`config.mk`:
```
export PLATFORM = sky130hd
export DESIGN_NAME = seq_mul_flat
export DESIGN_NICKNAME = d
export VERILOG_FILES = /design/src/rtl/seq_mul_if.sv /design/src/rtl/seq_mul.sv /design/src/flat_wrapper.sv
export SDC_FILE = /design/constraint.sdc
export NUM_CORES = 1
export LEC_CHECK = 0
export CAP_MARGIN = 30
export CELL_PAD_IN_SITES_DETAIL_PLACEMENT = 2
export CELL_PAD_IN_SITES_GLOBAL_PLACEMENT = 2
export CORE_MARGIN = 1
export CORE_UTILIZATION = 36
export CTS_CLUSTER_DIAMETER = 120
export DETAILED_ROUTE_END_ITERATION = 10
export PLACE_DENSITY = 0.89
export SYNTH_ARGS = -nofsm -noshare
export SYNTH_HDL_FRONTEND = slang
export SYNTH_SLANG_ARGS = --single-unit
```
`constraint.sdc`:
```
create_clock -name ck -period 3.6 [get_ports ck]
set_input_delay 0.36 -clock ck [delete_from_list [all_inputs] [get_ports ck]]
set_output_delay 0.36 -clock ck [all_outputs]
set_load 0.02 [all_outputs]
```
`src/rtl/seq_mul_if.sv`:
```
// Request/result bundle for the sequential multiplier; the state field exposes the FSM for observation.
interface seq_mul_if #(
    parameter int W = 8
);
    logic           start;
    logic           sgn;
    logic [W-1:0]   A;
    logic [W-1:0]   B;
    logic [2*W:0]   O;
    logic           fin;
    logic           busy;
    logic [1:0]     state;

    // start/sgn/A/B are sampled only on the edge that leaves IDLE; fin pulses one cycle with O valid.
    modport master (output start, sgn, A, B, input O, fin, busy, state);
    modport slave  (input start, sgn, A, B, output O, fin, busy, state);
endinterface

```
`src/rtl/seq_mul.sv`:
```
// Shift-add multiplier, one multiplier bit per cycle, signed mode via magnitudes plus final negate.
module seq_mul #(
    parameter int W = 8
) (
    input  logic   ck,
    input  logic   rst_n,
    seq_mul_if.slave bus
);
    localparam int CW = (W > 2) ? $clog2(W) : 1;
    localparam logic [1:0] IDLE = 2'd0;
    localparam logic [1:0] CALC = 2'd1;
    localparam logic [1:0] DONE = 2'd2;

    logic [1:0]   state_q, state_d;
    logic [CW-1:0] cnt_q, cnt_d;
    logic [2*W:0] mcand_q, mcand_d;
    logic [W-1:0] mplr_q, mplr_d;
    logic         neg_q, neg_d;
    logic [2*W:0] acc_q, acc_d;
    logic [2*W:0] o_q, o_d;
    logic         fin_q, fin_d;

    // Magnitude of a W-bit operand; -2^(W-1) maps to 2^(W-1), which still fits unsigned in W bits.
    function automatic logic [W-1:0] mag(input logic [W-1:0] x, input logic s);
        return (s && x[W-1]) ? (~x + W'(1)) : x;
    endfunction

    always_comb begin
        state_d = state_q;
        cnt_d   = cnt_q;
        mcand_d = mcand_q;
        mplr_d  = mplr_q;
        neg_d   = neg_q;
        acc_d   = acc_q;
        o_d     = o_q;
        fin_d   = 1'b0;
        case (state_q)
            IDLE: begin
                if (bus.start) begin
                    state_d = CALC;
                    mcand_d = {{(W+1){1'b0}}, mag(bus.A, bus.sgn)};
                    mplr_d  = mag(bus.B, bus.sgn);
                    neg_d   = bus.sgn & (bus.A[W-1] ^ bus.B[W-1]);
                    acc_d   = '0;
                    cnt_d   = '0;
                end
            end
            CALC: begin
                if (mplr_q[0]) begin
                    acc_d = acc_q + mcand_q;
                end
                mcand_d = mcand_q << 1;
                mplr_d  = mplr_q >> 1;
                cnt_d   = cnt_q + CW'(1);
                if (cnt_q == CW'(W - 1)) begin
                    state_d = DONE;
                    o_d     = neg_q ? -acc_d : acc_d;
                    fin_d   = 1'b1;
                end
            end
            DONE: begin
                state_d = IDLE;
            end
            default: begin
                state_d = IDLE;
            end
        endcase
    end

    always_ff @(posedge ck or negedge rst_n) begin
        if (!rst_n) begin
            state_q <= IDLE;
            cnt_q   <= '0;
            mcand_q <= '0;
            mplr_q  <= '0;
            neg_q   <= 1'b0;
            acc_q   <= '0;
            o_q     <= '0;
            fin_q   <= 1'b0;
        end else begin
            state_q <= state_d;
            cnt_q   <= cnt_d;
            mcand_q <= mcand_d;
            mplr_q  <= mplr_d;
            neg_q   <= neg_d;
            acc_q   <= acc_d;
            o_q     <= o_d;
            fin_q   <= fin_d;
        end
    end

    assign bus.O     = o_q;
    assign bus.fin   = fin_q;
    assign bus.busy  = (state_q != IDLE);
    assign bus.state = state_q;
endmodule
```
`src/flat_wrapper.sv`:
```
// flat-port wrapper written by rule: the top's interface ports become plain ports
module seq_mul_flat 
#(
    parameter int W = 8
)
  (ck, rst_n, bus_start, bus_sgn, bus_A, bus_B, bus_O, bus_fin, bus_busy, bus_state);
  seq_mul_if #(.W(W)) bus_i ();
  input  logic ck;
  input  logic rst_n;
  input wire logic [$bits(bus_i.start)-1:0] bus_start;
  input wire logic [$bits(bus_i.sgn)-1:0] bus_sgn;
  input wire logic [$bits(bus_i.A)-1:0] bus_A;
  input wire logic [$bits(bus_i.B)-1:0] bus_B;
  output wire logic [$bits(bus_i.O)-1:0] bus_O;
  output wire logic [$bits(bus_i.fin)-1:0] bus_fin;
  output wire logic [$bits(bus_i.busy)-1:0] bus_busy;
  output wire logic [$bits(bus_i.state)-1:0] bus_state;
  assign bus_i.start = bus_start;
  assign bus_i.sgn = bus_sgn;
  assign bus_i.A = bus_A;
  assign bus_i.B = bus_B;
  assign bus_O = bus_i.O;
  assign bus_fin = bus_i.fin;
  assign bus_busy = bus_i.busy;
  assign bus_state = bus_i.state;
  seq_mul #(.W(W)) u_core (.ck(ck), .rst_n(rst_n), .bus(bus_i));
endmodule
```
==> impl_metrics.py, run 1 <==
metrics = {
    "layout": {
        "final_layout_size_suffix_gt1_share_pct": 9.29,
        "area_growth_syn_to_layout_pct": 23.1,
        "layout.nets": 543,
        "diodes": 0,
    },
    "power": {
        "power.density_nw_per_um2": 1140,
        "power.static_leakage_nw": 2.25,
        "ir_drop_mv": 0.368,
    },
    "yosys": {
        "synth_commonest_cells": "nand2_1, dfrtp_1, o21ai_0, nand3_1",
        "ys.flop_type": "dfrtp_1",
        "yosysUniqueCellTypes": 53,
        "synth_area_leaders": "dfrtp_1, o21ai_0, ha_1",
        "ys_ff_latch": 66,
        "synth.avg_cell_area_um2": 9.01,
        "ys.warnings.count": 0,
        "synth_edf_count": 0,
        "yosysTopAreaCell": "dfrtp_1",
        "synth.most_common_cell": "nand2_1",
        "ys_seq_area_share_pct": 40.0,
        "synth.net_count": 500,
        "yosysTopAreaCellShare_pct": 40.0,
        "synthCells": 458,
        "async_flop_share_pct": 100,
        "synth.cell_area_um2": 4130,
    },
    "timing": {
        "fin_skew_ns": 0.00837,
        "setup_violations": 0,
        "slew_headroom_pct": 34.3,
        "worst_pin_slew_ns": 0.983,
        "finalCritPeriodShare_pct": 97.8,
        "finalCriticalPeriod_ns": 3.52,
        "tns_ns": 0,
        "slew_violations": 0,
        "timing_hold_violations_final": 0,
        "whs_ns": 0.106,
        "grt_setup_unrepaired": "yes",
        "clock.fmax_ghz": 0.284,
    },
    "die": {
        "start_util_pct": 37.6,
        "core_area_um2": 11000,
        "pin_count": 41,
        "dieArea_um2": 11900,
        "fp.dieH_um": 109,
        "die_w_um": 109,
        "num_rows": 38,
    },
    "setup_path": {
        "critical_path_class": "reg2reg",
        "crit_slowest_cell": "or3_4",
        "crit_cells": 11,
        "start_kind": "register",
        "critPathBufInv": 0,
        "reg2regPathDepth": 11,
        "critPathCaptureType": "register",
        "cp_cell_sequence": "ha_1, fa_1, a211oi_2, o21ai_1, xor2_1, mux2i_2, nand4_1, or3_4, o41ai_2, xor2_1, o21ai_1",
        "cp.arrival_ns": 3.75,
        "critPathMaxFanout": 5,
        "cp.required_ns": 3.83,
        "r2r_slack_ns": 0.08,
        "crit_family": "simple AND/OR/NAND/NOR gates",
        "startpoint": "u_core.acc_q[0]",
        "r2r_end": "u_core.bus.O[16]",
        "critPathCapture": "u_core.bus.O[16]",
        "slowest_delay_ns": 0.51,
        "worstReg2RegStart": "u_core.acc_q[0]",
    },
    "route": {
        "drt-initial-drc-count": 147,
        "dr.pass1.iters": 4,
        "ant_nets": 0,
        "drc": 0,
        "num_vias": 3831,
        "wl_per_cell_um": 21.9,
        "vias_per_cell": 5.93,
        "wl_um": 14200,
    },
    "grt": {
        "grt.overflow.total": 0,
        "grt_pass1_wl_um": 22600,
        "grt_use_total_pct": 25.4,
        "grt_max_degree": 36,
        "first_global_vias": 4363,
        "antenna_found_initial": 0,
    },
    "placed_design": {
        "hpwl_um": 9570,
        "place.gp.congestion": 0.811,
        "io_buffers": 40,
    },
    "clock_network": {
        "clock_latency_ns": 0.34,
        "cts_root_buf": "clkbuf_16",
        "numCtsBuffers": 9,
        "h-tree-depth": 3,
        "hold_buffers": 0,
        "cts_buffer_depth": 2,
        "clk_pin_slew_ns": 0.06,
        "cts_sinks": 66,
        "cts_tree": "done",
    },
    "run_status": {
        "outcome": "finished, final reports clean",
    },
    "worst_hold_path": {
        "hold_class": "in2async",
    },
    "job": {
        "max_cap_violations": 0,
    },
}
==> registers in the layout (all words and copies together), names as in the netlist <==
| name | count |
|---|---|
| u_core.bus.O | 17 |
| u_core.neg_q | 1 |
| u_core.cnt_q | 3 |
| u_core.bus.fin | 1 |
| u_core.mplr_q | 8 |
| u_core.mcand_q | 17 |
| u_core.bus.state | 2 |
| u_core.acc_q | 17 |
==> logic make-up (layout without fill, tap and decap cells) <==
logic type | Yosys count | after routing | synth area share [%]
adder cells (fa/ha/maj) | 22 | 22 | 6.85
flip-flops | 66 | 66 | 40.0
AND/OR/NAND/NOR | 143 | 143 | 16.0
buffers and inverters | 30 | 78 | 2.76
multiplexers | 15 | 15 | 3.76
XOR/XNOR | 35 | 35 | 7.43
AO/OA/AOI/OAI | 147 | 147 | 23.2
==> worst register-to-register path: cells and delay by family (launching register included) <==
family	cells	cell delay, ns
mux	1	0.26
compound gates	4	0.81
xor+xnor	2	0.35
fa+ha+maj	2	0.76
simple gates	2	0.82
flops	1	0.41
==> layout make-up <==
| cell class | count | area, um2 |
|---|---|---|
| Clock buffer | 15 | 288 |
| Clock inverter | 1 | 30.0 |
| Fill cell | 1194 | 5910 |
| Inverter | 10 | 37.5 |
| Multi-Input combinational cell | 362 | 2390 |
| Sequential cell | 66 | 1650 |
| Tap cell | 140 | 175 |
| Timing Repair Buffer | 52 | 505 |
==> through the flow <==
| step | area, um2 | std cells | setup slack [ns] | total power [mW] | util (%) |
|---|---|---|---|---|---|
| after floorplan | 4130 | 458 | 0.588 | 3.46 | - |
| after CTS | 5050 | 645 | 0.0536 | 5.68 | 46.0 |
| final | 5080 | 646 | 0.0787 | 5.77 | 46.2 |
| after global routing | 5080 | 646 | 0.00827 | 6.12 | 46.2 |
| after detailed placement | 4720 | 629 | 0.0574 | 4.59 | 43.0 |
| after global placement | 4700 | 628 | 0.322 | 4.28 | 42.8 |
==> cell usage in the layout, fill, tap and decap left out, types with 4 or more instances in the layout <==
| cell | instances |
|---|---|
| xnor2_1 | 21 |
| a22oi_1 | 13 |
| clkbuf_8 | 4 |
| dfrtp_1 | 66 |
| a21o_1 | 8 |
| ha_1 | 21 |
| nor2_1 | 20 |
| or3_1 | 4 |
| o21ai_1 | 8 |
| nand2b_1 | 4 |
| o31ai_1 | 4 |
| xor2_1 | 14 |
| nand2_1 | 67 |
| nand3_1 | 23 |
| inv_1 | 10 |
| nor3_1 | 4 |
| clkbuf_16 | 9 |
| clkdlybuf4s50_1 | 39 |
| a31oi_1 | 5 |
| a22o_1 | 5 |
| a21oi_1 | 17 |
| o21a_1 | 5 |
| mux2i_1 | 11 |
| o21ai_0 | 60 |
| buf_4 | 11 |
==> worst min-delay path by stage <==
stage                     startpoint                to  slack, ns  depth (start not counted)
detailed placement  u_core.bus.O[12]  u_core.bus.O[12]       0.47                          2
finish                         rst_n   u_core.bus.O[6]       0.11                          1
global route                   rst_n   u_core.bus.O[8]       0.17                          1
floorplan                      rst_n   u_core.acc_q[0]       0.06                          0
CTS                            rst_n   u_core.bus.O[6]       0.15                          1
global placement     u_core.bus.O[0]   u_core.bus.O[0]       0.46                          2
==> power by group <==
part	switching (mW)	total, mW	internal [mW]
clock network	0.334	0.947	0.613
logic	2.11	3.43	1.32
registers	0.309	1.39	1.08
total	2.75	5.77	3.01
==> routing by layer <==
layer	part of all wire [%]	up-vias	GRT usage [%]
met5	0	-	0
met4	2.8	0	12.4
met3	3.4	35	4.36
met2	53	91	47.1
met1	41	1967	27.6
li1	-	1738	-
==> timing repair <==
item,CTS,global route
setup endpoints to repair,6,3
resized for setup,3,4
setup buffers,0,1
pin swaps,0,1
No activity file was read; power rests on OpenSTA's default activity.
==> run 2: changes to the inputs <==
Settings changed: CELL_PAD_IN_SITES_DETAIL_PLACEMENT 2 to 0.
==> run 2 against run 1 <==
Core utilization fell by 0.30 points. Sequential share of layout area rose by 0.21 points. Worst setup slack improved by 0.20 ns. Sequential power fell by 4%. Critical path type unchanged. Non-clock buffer count fell by 1. Cell area fell by 0.64%. Critical path depth did not move. Worst hold slack improved by 0.021 ns. Largest power group unchanged. Via count fell by 11%. Wire length fell by 33%. Final cell count fell by 0.15%.
==> impl_metrics.py, run 2 (synthesis gave the netlist of run 1 again) <==
metrics = {
    "run_status": {
        "outcome": "finished, final reports clean",
    },
    "grt": {
        "grt.overflow.total": 0,
        "first_global_vias": 3307,
        "grt_pass1_wl_um": 16200,
        "antenna_found_initial": 0,
        "grt_use_total_pct": 17.4,
        "grt_max_degree": 36,
    },
    "setup_path": {
        "cp.arrival_ns": 3.53,
        "critical_path_class": "reg2reg",
        "worstReg2RegStart": "u_core.acc_q[0]",
        "critPathMaxFanout": 5,
        "r2r_end": "u_core.bus.O[16]",
        "r2r_slack_ns": 0.28,
        "crit_slowest_cell": "or3_4",
        "critPathCaptureType": "register",
        "cp.required_ns": 3.81,
        "critPathBufInv": 0,
        "slowest_delay_ns": 0.48,
        "crit_family": "compound AO/OA/AOI/OAI gates",
        "start_kind": "register",
        "reg2regPathDepth": 11,
        "cp_cell_sequence": "ha_1, fa_1, a211oi_1, o21ai_1, xor2_1, mux2i_1, nand4_1, or3_4, o41ai_2, xor2_1, o21ai_1",
    },
    "die": {
        "num_rows": 38,
        "dieArea_um2": 11900,
        "die_w_um": 109,
        "core_area_um2": 11000,
        "fp.dieH_um": 109,
        "pin_count": 41,
        "start_util_pct": 37.6,
    },
    "power": {
        "p_comb_share_pct": 56.7,
        "clock_power_share_pct": 17.8,
        "power.static_leakage_nw": 2.24,
        "total_power_mw": 5.27,
        "power.density_nw_per_um2": 1040,
        "seqPwrFrac_pct": 25.5,
        "ir_drop_mv": 0.426,
        "switchingPower_mw": 2.31,
        "power_switching_share_pct": 43.8,
        "internal-power_mw": 2.96,
    },
    "clock_network": {
        "numCtsBuffers": 9,
        "clk_pin_slew_ns": 0.06,
        "clock_latency_ns": 0.33,
        "cts_sinks": 66,
        "cts_buffer_depth": 2,
        "post_cts_buffers": 0,
        "cts_tree": "done",
        "ctsResizeCount": 0,
        "h-tree-depth": 3,
        "cts_root_buf": "clkbuf_16",
        "hold_buffers": 0,
    },
    "route": {
        "drc": 0,
        "ant_nets": 0,
        "vias_per_cell": 5.31,
        "wl_per_cell_um": 14.6,
        "dr.pass1.iters": 4,
        "num_vias": 3425,
        "wl_um": 9440,
        "drt-initial-drc-count": 202,
    },
    "timing": {
        "finalCritPeriodShare_pct": 92.1,
        "grt_setup_unrepaired": "no",
        "slew_violations": 0,
        "worst_pin_slew_ns": 0.950,
        "fin_skew_ns": 0.00929,
        "finalCriticalPeriod_ns": 3.32,
        "slew_headroom_pct": 36.5,
        "timing_hold_violations_final": 0,
        "tns_ns": 0,
        "setup_violations": 0,
        "clock.fmax_ghz": 0.302,
    },
    "layout": {
        "layout.nets": 542,
        "diodes": 0,
        "final_cell_mix": "nand2_1, dfrtp_1, o21ai_0, clkdlybuf4s50_1, nand3_1",
        "final_common_cell": "nand2_1",
        "final_layout_size_suffix_gt1_share_pct": 8.12,
        "area_growth_syn_to_layout_pct": 22.3,
    },
    "placed_design": {
        "io_buffers": 40,
        "hpwl_um": 6950,
        "place.gp.congestion": 0.811,
    },
    "worst_hold_path": {
        "hold_class": "in2async",
    },
    "job": {
        "max_cap_violations": 0,
    },
}
[run 2: cell types whose count changed in the layout (fill, tap and decap cells not counted), moves of 2 or more]
cell / delta
clkbuf_8: -4
clkinvlp_4: +3
mux2i_1: +2
mux2i_2: -2
o31ai_1: +2
o31ai_2: -2
[run 2: per-layer routing]
layer	global-route usage [%]	routed length (um)
met5	0	0
met4	6.18	119
met3	2.69	429
met2	27.6	4150
met1	23.8	4740
[run 2: how the worst max path moves through the flow]
stage | startpoint | endpoint | slack [ns] | depth (start not counted)
4_1_cts | u_core.acc_q[0] | u_core.bus.O[16] | 0.29 | 11
2_1_floorplan | u_core.acc_q[0] | u_core.bus.O[16] | 0.59 | 11
6_report | u_core.acc_q[0] | u_core.bus.O[16] | 0.28 | 11
5_1_grt | u_core.acc_q[0] | u_core.bus.O[13] | 0.04 | 11
3_5_place_dp | u_core.acc_q[0] | u_core.bus.O[16] | 0.31 | 11
3_3_place_gp | u_core.acc_q[0] | u_core.bus.O[15] | 0.32 | 11
[run 2: power groups by stage]
stage          logic [mW]  registers [mW]  clock network, mW
2_1_floorplan        2.05            1.40                  0
3_3_place_gp         2.94            1.35                  0
3_5_place_dp         3.00            1.36                  0
4_1_cts              3.01            1.35              0.961
5_1_grt              3.34            1.39              0.989
6_report             2.98            1.34              0.939
[run 2: final cells by class]
type                            count  area [um2]
Fill cell                        1060        5940
Timing Repair Buffer               51         498
Multi-Input combinational cell    362        2360
Inverter                           10        37.5
Sequential cell                    66        1650
Tap cell                          140         175
Clock inverter                      6        91.3
Clock buffer                       10         229
[run 2: through the flow]
step                setup WS (ns)  util [%]  instances  area [um2]  hold WS (ns)
floorplan                   0.588         -        458        4130        0.0644
global placement            0.322      42.8        628        4700         0.460
detailed placement          0.310      43.0        629        4720         0.470
CTS                         0.285      45.9        645        5040         0.144
global route               0.0412      45.9        645        5040         0.185
finish                      0.283      45.9        645        5040         0.127
==> run 3: changes to the inputs <==
Settings changed: CORE_ASPECT_RATIO set to 0.9.
Clock period 3.6 ns to 3.58 ns, I/O delays scaled along.
==> run 3 against run 2 <==
Via count down 0.12%. Wire length is 2.1% higher. Clock power rose by 9%. Fmax hardly changed. First-iteration DRC count stayed put. Sequential power is essentially flat. Worst hold slack lost 0.048 ns. Highest routed layer unchanged. Non-clock buffer count increased by 1. Final cell count grew 2.0%. Count of clock-buffer cells in the layout fell by 1. Core utilization grew 0.23 points. Worst setup slack worse by 0.020 ns. Critical endpoint is now u_core.bus.O[15].
==> impl_metrics.py, run 3 (synthesis gave the netlist of run 1 again) <==
metrics = {
    "job": {
        "max_cap_violations": 0,
    },
    "grt": {
        "grt.overflow.total": 0,
        "grt_max_degree": 39,
        "first_global_vias": 3365,
        "grt_use_total_pct": 17.3,
        "grt_pass1_wl_um": 16100,
        "antenna_found_initial": 0,
    },
    "layout": {
        "layout.nets": 543,
        "multiInputGateArea_um2": 2370,
        "fill_cells": 1115,
        "final_cell_mix": "nand2_1, dfrtp_1, o21ai_0, clkdlybuf4s50_1, nand3_1",
        "final_common_cell": "nand2_1",
        "diodes": 0,
        "final_layout_size_suffix_gt1_share_pct": 8.70,
        "area_growth_syn_to_layout_pct": 23.0,
        "seq_area_um2": 1650,
    },
    "setup_path": {
        "critPathCaptureType": "register",
        "critical_path_class": "reg2reg",
        "r2r_slack_ns": 0.26,
        "cp.arrival_ns": 3.50,
        "slowest_delay_ns": 0.46,
        "crit_family": "compound AO/OA/AOI/OAI gates",
        "crit_slowest_cell": "or3_1",
        "critPathBufInv": 0,
        "worstReg2RegStart": "u_core.acc_q[0]",
        "cp.required_ns": 3.77,
        "start_kind": "register",
        "cp_cell_sequence": "ha_1, fa_1, a211oi_2, o21ai_1, xor2_1, mux2i_1, nand4_1, or3_1, o31ai_1, xor2_1, o21ai_1",
        "r2r_end": "u_core.bus.O[15]",
        "critPathMaxFanout": 5,
        "reg2regPathDepth": 11,
    },
    "run_status": {
        "outcome": "finished, final reports clean",
    },
    "clock_network": {
        "cts_sinks": 66,
        "cts_root_buf": "clkbuf_16",
        "post_cts_buffers": 0,
        "clk_pin_slew_ns": 0.06,
        "numCtsBuffers": 9,
        "h-tree-depth": 3,
        "cts_buffer_depth": 2,
        "clock_latency_ns": 0.34,
        "cts_tree": "done",
    },
    "die": {
        "start_util_pct": 37.5,
        "core_area_um2": 11000,
        "pin_count": 41,
        "num_rows": 36,
        "fp.dieH_um": 104,
        "die_w_um": 115,
        "dieArea_um2": 11900,
    },
    "route": {
        "drc": 0,
        "drt-initial-drc-count": 202,
        "dr.pass1.iters": 4,
        "wl_per_cell_um": 14.7,
        "vias_per_cell": 5.20,
        "num_vias": 3421,
        "ant_nets": 0,
        "wl_um": 9640,
    },
    "timing": {
        "slew_headroom_pct": 37.3,
        "clock.fmax_ghz": 0.302,
        "setup_violations": 0,
        "timing_hold_violations_final": 0,
        "tns_ns": 0,
        "worst_pin_slew_ns": 0.938,
        "slew_violations": 0,
        "grt_setup_unrepaired": "no",
        "finalCritPeriodShare_pct": 92.6,
        "fin_skew_ns": 0.00456,
        "whs_ns": 0.0790,
        "finalCriticalPeriod_ns": 3.32,
    },
    "power": {
        "power.static_leakage_nw": 2.25,
        "ir_drop_mv": 0.436,
        "power.density_nw_per_um2": 1070,
    },
    "placed_design": {
        "io_buffers": 40,
        "hpwl_um": 7000,
        "place.gp.congestion": 0.815,
    },
    "worst_hold_path": {
        "hold_class": "in2async",
    },
}
[run 3: how the worst max path moves through the flow]
stage                     from               end  slack [ns]  depth (start not counted)
2_1_floorplan  u_core.acc_q[0]  u_core.bus.O[16]        0.57                         11
3_3_place_gp   u_core.acc_q[0]  u_core.bus.O[13]        0.31                         11
3_5_place_dp   u_core.acc_q[0]  u_core.bus.O[15]        0.18                         11
4_1_cts        u_core.acc_q[0]  u_core.bus.O[15]        0.17                         11
5_1_grt        u_core.acc_q[0]  u_core.bus.O[15]        0.05                         11
6_report       u_core.acc_q[0]  u_core.bus.O[15]        0.26                         11
[run 3: what timing repair did]
action	in CTS	in global routing
resized for setup	0	1
hold buffers	0	0
endpoints found under the hold margin	0	0
setup endpoints to repair	0	4
[run 3: final cells by class]
type	instances	area share, %
multi-input combinational	362	46.7
inverter	10	0.740
clock buffer	9	4.44
clock inverter	7	2.29
timing repair buffer	52	9.57
tap	152	3.75
sequential	66	32.6
[run 3: per-stage QoR]
stage	worst slack [ns]	util (%)	cells	cell area [um2]	total power, mW
after floorplan	0.568	-	458	4130	3.47
after detailed placement	0.184	43.0	642	4730	4.41
final	0.263	46.2	658	5070	5.41
after CTS	0.169	46.1	658	5070	5.45
after global routing	0.0517	46.2	658	5070	5.86
after global placement	0.309	43.0	642	4730	4.36
[run 3: where the power goes]
group          switching (mW)  total, mW  internal, mW
Clock                   0.342       1.02         0.680
Sequential              0.257       1.34          1.09
Combinational            1.74       3.04          1.30
Total                    2.34       5.41          3.06
[run 3: per-layer routing]
layer / vias up / wire length [um] / GRT usage, % / share of wire [%]
li1: 1732 / - / - / -
met2: 47 / 4540 / 28.6 / 47
met4: 0 / 177 / 4.55 / 1.8
met3: 11 / 312 / 4.92 / 3.2
met1: 1631 / 4620 / 22.2 / 48
met5: - / 0 / 0 / 0
